<file path="config.mk">
export PLATFORM = sky130hd
export DESIGN_NAME = div_seq_param
export DESIGN_NICKNAME = d
export VERILOG_FILES = /design/src/rtl/div_pkg.sv /design/src/rtl/div_step.sv /design/src/rtl/div_seq_param.sv
export SDC_FILE = /design/constraint.sdc
export NUM_CORES = 1
export LEC_CHECK = 0
export BUFFER_PORTS_ARGS = -buffer_cell sky130_fd_sc_hd__buf_2
export CORE_MARGIN = 2
export CORE_UTILIZATION = 50
export CTS_BUF_LIST = sky130_fd_sc_hd__clkbuf_8
export DETAILED_ROUTE_END_ITERATION = 16
export GPL_ROUTABILITY_DRIVEN = 0
export PLACE_DENSITY_LB_ADDON = 0.05
export SYNTH_ARGS = -nofsm -noshare
export SYNTH_HDL_FRONTEND = slang
export SYNTH_SLANG_ARGS = --single-unit
</file>
<file path="constraint.sdc">
create_clock -name clk -period 3.1 [get_ports clk]
set_input_delay 0.155 -clock clk [delete_from_list [all_inputs] [get_ports clk]]
set_output_delay 0.155 -clock clk [all_outputs]
set_load 0.05 [all_outputs]
</file>
<file path="src/rtl/div_pkg.sv">
// Shared types and constants for the sequential restoring divider.
// The divide-by-zero quotient is stored at full width and sliced by each user.
package div_pkg;

    typedef enum logic [1:0] {
        IDLE = 2'd0,
        CALC = 2'd1,
        DONE = 2'd2
    } state_t;

    localparam int MAX_WIDTH = 32;

    // All-ones quotient reported on divide-by-zero
    localparam logic [MAX_WIDTH-1:0] DIV0_QUOT = '1;

endpackage

</file>
<file path="src/rtl/div_step.sv">
// One combinational radix-2 restoring division step.
// The caller supplies the partial remainder already shifted left with the next dividend bit.
module div_step #(
    parameter int WIDTH = 5
) (
    input  logic [WIDTH:0]   part,
    input  logic [WIDTH-1:0] divisor,
    output logic [WIDTH-1:0] rem,
    output logic             q_bit
);

    logic [WIDTH:0] diff;

    // part < 2*divisor always holds, so a non-negative difference fits in WIDTH bits
    always_comb begin
        diff  = part - {1'b0, divisor};
        q_bit = ~diff[WIDTH];
        rem   = q_bit ? diff[WIDTH-1:0] : part[WIDTH-1:0];
    end

endmodule

</file>
<file path="src/rtl/div_seq_param.sv">
// Sequential restoring divider: one quotient bit per clock, WIDTH+1 cycles per division.
// Define DIV_SIGNED_EN for two's-complement operands (magnitude divide plus sign fix-up).
module div_seq_param
    import div_pkg::*;
#(
    parameter int WIDTH = 5,
    parameter int CNT_W = $clog2(WIDTH + 1)
) (
    input  logic             clk,
    input  logic             res,
    input  logic             load,
    input  logic [WIDTH-1:0] A,
    input  logic [WIDTH-1:0] B,
    output logic [WIDTH-1:0] quotient,
    output logic [WIDTH-1:0] reminder,
    output logic             error,
    output logic             busy,
    output logic             done
);

    state_t           state_reg;
    logic [CNT_W-1:0] cnt_reg;
    logic [WIDTH-1:0] dvd_reg;   // dividend bits shift out the top, quotient bits in the bottom
    logic [WIDTH-1:0] rem_reg;
    logic [WIDTH-1:0] dvs_reg;

    logic [WIDTH:0]   step_part;
    logic [WIDTH-1:0] step_rem;
    logic             step_q;
    logic [WIDTH-1:0] quot_next;
    logic [WIDTH-1:0] quot_fix;
    logic [WIDTH-1:0] rem_fix;
    logic [WIDTH-1:0] mag_a;
    logic [WIDTH-1:0] mag_b;

`ifdef DIV_SIGNED_EN
    logic neg_q_reg;
    logic neg_r_reg;
`endif

    assign step_part = {rem_reg, dvd_reg[WIDTH-1]};
    assign quot_next = {dvd_reg[WIDTH-2:0], step_q};

    div_step #(
        .WIDTH(WIDTH)
    ) u_step (
        .part    (step_part),
        .divisor (dvs_reg),
        .rem     (step_rem),
        .q_bit   (step_q)
    );

`ifdef DIV_SIGNED_EN
    // Magnitude of the most negative value is its own bit pattern read as unsigned
    always_comb begin
        mag_a    = A[WIDTH-1] ? (~A + 1'b1) : A;
        mag_b    = B[WIDTH-1] ? (~B + 1'b1) : B;
        quot_fix = neg_q_reg ? (~quot_next + 1'b1) : quot_next;
        rem_fix  = neg_r_reg ? (~step_rem + 1'b1) : step_rem;
    end
`else
    always_comb begin
        mag_a    = A;
        mag_b    = B;
        quot_fix = quot_next;
        rem_fix  = step_rem;
    end
`endif

    always_ff @(posedge clk) begin
        if (!res) begin
            state_reg <= IDLE;
            cnt_reg   <= '0;
            dvd_reg   <= '0;
            rem_reg   <= '0;
            dvs_reg   <= '0;
            quotient  <= '0;
            reminder  <= '0;
            error     <= 1'b0;
            busy      <= 1'b0;
            done      <= 1'b0;
`ifdef DIV_SIGNED_EN
            neg_q_reg <= 1'b0;
            neg_r_reg <= 1'b0;
`endif
        end else begin
            case (state_reg)
                IDLE: begin
                    done <= 1'b0;
                    if (load) begin
                        busy <= 1'b1;
                        if (B == '0) begin
                            state_reg <= DONE;
                            quotient  <= DIV0_QUOT[WIDTH-1:0];
                            reminder  <= A;
                            error     <= 1'b1;
                            done      <= 1'b1;
                        end else begin
                            state_reg <= CALC;
                            cnt_reg   <= CNT_W'(WIDTH);
                            dvd_reg   <= mag_a;
                            dvs_reg   <= mag_b;
                            rem_reg   <= '0;
`ifdef DIV_SIGNED_EN
                            neg_q_reg <= A[WIDTH-1] ^ B[WIDTH-1];
                            neg_r_reg <= A[WIDTH-1];
`endif
                        end
                    end
                end
                CALC: begin
                    dvd_reg <= quot_next;
                    rem_reg <= step_rem;
                    cnt_reg <= cnt_reg - CNT_W'(1);
                    // Final step: register the finished result straight from the step outputs
                    if (cnt_reg == CNT_W'(1)) begin
                        state_reg <= DONE;
                        quotient  <= quot_fix;
                        reminder  <= rem_fix;
                        error     <= 1'b0;
                        done      <= 1'b1;
                    end
                end
                DONE: begin
                    state_reg <= IDLE;
                    done      <= 1'b0;
                    busy      <= 1'b0;
                end
                default: begin
                    state_reg <= IDLE;
                    done      <= 1'b0;
                    busy      <= 1'b0;
                end
            endcase
        end
    end

endmodule

</file>
* After elaboration in Yosys (flattened, before gate mapping)
Cells that the tools add are included.
** Storage, ports and cells
- Flip-flop bits (word level) :: 33
- Input port bits :: 13
- Output and inout port bits :: 13
- Logic and storage cells :: 61
** Operators by class
- $add $sub $neg :: 2
- Eq/ne operators :: 6
- Muxes and demuxes :: 32
- Bitwise gates (word level) :: 3
- Reductions and logical operators :: 8
** Operators by type and width (number)
- 2-to-1 mux 5 bit :: 11
- case mux 5 bit (2 select lines) :: 4
- inequality test 2 bit (second input constant) :: 4
- 2-to-1 mux 1 bit :: 7
- 2-to-1 mux 2 bit :: 3
- 2-to-1 mux 3 bit :: 2
- case mux 1 bit (2 select lines) :: 3
- case mux 3 bit (2 select lines) :: 1
- AND reduction 3 bit :: 2
- subtractor 6 x 5 -> 6 bit :: 1
- logical NOT 5 bit :: 1
- case mux 2 bit (2 select lines) :: 1
- AND reduction 2 bit :: 2
- AND reduction 4 bit :: 1
- == test 3 x 1 -> 1 bit (second input constant) :: 1
- inverter 1 bit :: 3
- subtractor 3 x 1 -> 3 bit (second input constant) :: 1
- == test 2 x 1 -> 1 bit (second input constant) :: 1
- logical NOT 2 bit :: 1
- nonzero test 2 bit :: 1

* Longest topological paths before layout
- Depth in word-level cells :: 4
- Mapped depth :: 9
- Depth with buffers taken out :: 8

* Modules after synthesis
A second synthesis with hierarchy kept.
** Second synthesis, totals
- Cell total of the unflattened synthesis :: 198
- Area, all modules :: 1756.7 um^2
** By module, submodules not included
- div_seq_param :: times used 1, cells an instance 156, area an instance 1392.6 um^2
- div_step :: times used 1, cells an instance 42, area an instance 364.1 um^2

* Least setup slack after synthesis
OpenSTA, ideal clock, no wires.
- Path kind :: register to register
- From :: reg dvs_reg[3]
- To :: reg reminder[4]
- Setup time :: 0.091 ns
- Arrival :: 1.840 ns
- Required time :: 3.009 ns
- Slack :: 1.170 ns
- Stages on the path, launching flop included :: 10
- Period minus slack after synthesis :: 1.930 ns
- Cell sequence :: dfxtp_1 > inv_1 > ha_1 > a21o_1 > a21oi_4 > nand3_1 > and2_4 > buf_6 > mux2i_1 > a311oi_1
** Between the ends
- Longest elaborated chain between the ends :: 4
** Ends and longest elaborated chain
- start, declared :: RTL line div_seq_param.sv:25 : logic [WIDTH-1:0] dvs_reg;
- start signal, assigned :: RTL line div_seq_param.sv:102 : dvs_reg <= mag_b;
- subtractor 6 x 5 -> 6 bit :: RTL line div_step.sv:16 : diff = part - {1'b0, divisor};
- 2-to-1 mux 5 bit :: RTL line div_step.sv:18 : rem = q_bit ? diff[WIDTH-1:0] : part[WIDTH-1:0];
- 2-to-1 mux 5 bit :: RTL line div_seq_param.sv:116 : if (cnt_reg == CNT_W'(1)) begin
- case mux 5 bit (2 select lines) :: RTL line div_seq_param.sv:87 : case (state_reg)
- end signal, assigned :: RTL line div_seq_param.sv:119 : reminder <= rem_fix;
- end, declared :: RTL line div_seq_param.sv:15 : output logic [WIDTH-1:0] reminder,
No other way between the ends. The select of a mux whose other input is x is not followed.
A chain may end at the register's enable or synchronous reset.

* Worst setup path in the final report
- From :: reg rem_reg[0]
- To :: reg reminder[4]
** Between the ends
- Longest elaborated chain between the ends :: 4
** Ends and longest elaborated chain
- start, declared :: RTL line div_seq_param.sv:24 : logic [WIDTH-1:0] rem_reg;
- start signal, assigned :: RTL line div_seq_param.sv:113 : rem_reg <= step_rem;
- subtractor 6 x 5 -> 6 bit :: RTL line div_step.sv:16
- 2-to-1 mux 5 bit :: RTL line div_step.sv:18
- 2-to-1 mux 5 bit :: RTL line div_seq_param.sv:116
- case mux 5 bit (2 select lines) :: RTL line div_seq_param.sv:87
No other way between the ends. The select of a mux whose other input is x is not followed.

==> metrics <==
status completed; Yosys cell types 43; flops & latches, synth 33; drt pass-1 iters 8; Synth top area share 40.5%; Syn Std Cell Area 1630 um^2; Final Routed Wirelength 3.67 mm; final net count 230; CTS Sinks 33; core box area 3080 um^2; Area after DPL 1790 um^2; Iteration-0 DRC Markers 78; maxcap violations 0; Die Width 61.1 um; Post-synth EDFFs 0; Gate Count Post-Synth 183; top cells by area in the synthesized netlist dfxtp_1, ha_1, nor2_1, mux2i_1, nand2_1; post-CTS setup buffers 0; DRC 0; CTS tree yes; clock period minus worst slack 2.08 ns; Setup Viol. Count Final 0; Pleak 0.000812 uW; CTS Buf Count 5; Crit Path Class reg -> reg; layout overhead on the synthesized area 17.7%; # resized after CTS 0; Primary FF master, synth dfxtp_1; crit path DAT 2.24 ns; max_slew headroom 64.0%; Post-Layout Inst Area 1920 um^2; Synth Area per Inst 8.92 um^2; routed wire length per instance 14.5 um; CP Capture Type register; min-delay worst type in -> reg; worst skew pair latency 0.29 ns; # IOs 26; htree depth 2; first-pass GRT wire length 5.95 mm; share of post-route cells with drive strength above 1 21.9%; crit share post-route 67.0%; placed cells 246; Worst EP required 3.26 ns; sequential area share after synthesis 40.5%; hpwl dp 2.74 mm; ys async rst share 0%; Peak Freq 481 MHz; Hold-fix buffers, CTS 0; Rows 20; crit-path cells ha_1 > nor2b_1 > o2111ai_2 > a21o_4 > and2_4 > mux2i_1 > a311oi_1; Die Area 3740 um^2; Max Transition Viols Final 0; total grt overflow 0; Chip Height 61.1 um; Pwr Density 680 nW/um^2; unrepaired setup endpoints after global routing false; largest net degree at the start of global routing 19; worst vdd ir 0.371 mV; Ys Warns 0; Syn Nets 204; ant diodes 0; top post-synthesis cells by count dfxtp_1, nor2_1, nand2_1; Clock Tree Root clkbuf_8; clk slew on worst S/H paths 0.07 ns; Final Skew 0.00655 ns; Routed Antenna Nets 0; Crit Path Max Fanout 5; via count 1441; Avg Vias per Cell 5.67; Synth area leader dfxtp_1; # fillers 287; Fin Setup TNS 0 ns; final hold vios 0; most common cell in the synthesized netlist dfxtp_1; critical path's largest stage delay 0.45 ns; Final Non-Filler Cells 254; Worst path slowest cell dfxtp_1; GRT Overall Usage 22.1%; port bufs 25; Startpoint Class register; initial antenna violation count 0; Clock Tree Buf Depth 2; vias in the first global route 1286; Slew @ Worst Pin 0.537 ns; initial core utilization 53.0%
per-layer routing:
| layer | share of wire, % | track usage (%) |
|---|---|---|
| met5 | 0 | 0 |
| met4 | 1.4 | 7.76 |
| met3 | 7.8 | 7.14 |
| met2 | 44 | 34.0 |
| met1 | 47 | 29.1 |
power breakdown:
group          switching [uW]  internal, uW
registers                30.2           463
clock network             161           319
logic                     210           124
total                     401           906
critical path: cells and delay by family (launching register included):
family                     cells  cell delay [ns]
adders and majority gates      1             0.26
DFF                            1             0.45
muxes                          1             0.31
AOI/OAI and AO/OA              3             0.60
and+or+nand+nor                2             0.32
layout by cell type (no fill, tap or decap), types with 4 or more instances in the layout:
cell type / instances
a21oi_1: 11
a31oi_1: 6
buf_2: 25
clkbuf_8: 5
dfxtp_1: 33
ha_1: 7
inv_1: 11
mux2i_1: 7
nand2_1: 17
nand3_1: 4
nor2_1: 19
nor2b_1: 5
o21ai_0: 12
o221a_2: 4
xnor2_1: 4
per-stage QoR:
stage | hold slack (ns) | util (%) | worst slack (ns) | power, uW
detailed placement | 0.412 | 58.1 | 1.07 | 833
CTS | 0.113 | 62.4 | 1.06 | 1320
finish | 0.122 | 62.4 | 1.02 | 1310
floorplan | 0.287 | - | 1.17 | 768
global placement | 0.404 | 58.1 | 1.09 | 825
global route | 0.128 | 62.4 | 0.880 | 1370
cell families (layout without fill, tap and decap cells):
group,after synthesis,after routing,synth area share (%)
buffers and inverters,20,47,5.21
adder cells (fa/ha/maj),8,8,6.59
flip-flops,33,33,40.5
XOR/XNOR,4,4,2.15
AND/OR/NAND/NOR,55,55,15.9
multiplexers,7,7,4.29
AO/OA/AOI/OAI,56,56,25.4
final cells by class:
cell class,instances,area (um^2),share of cell area [%]
Clock inverter,3,65.1,3.39
Sequential cell,33,661,34.4
Multi-Input combinational cell,130,887,46.2
Tap cell,44,55.1,2.86
Inverter,12,45.0,2.34
Clock buffer,5,68.8,3.58
Timing Repair Buffer,27,140,7.29
final timing paths:
check,from,endpoint,slack [ns],depth (start not counted)
worst min-delay path,B[2],dvs_reg[2],0.12,3
worst max-delay path,rem_reg[0],reminder[4],1.02,7
worst min register to register,cnt_reg[1],cnt_reg[1],0.49,2
worst max register to register,rem_reg[0],reminder[4],1.02,7
Power figures use the tool's default switching activity.
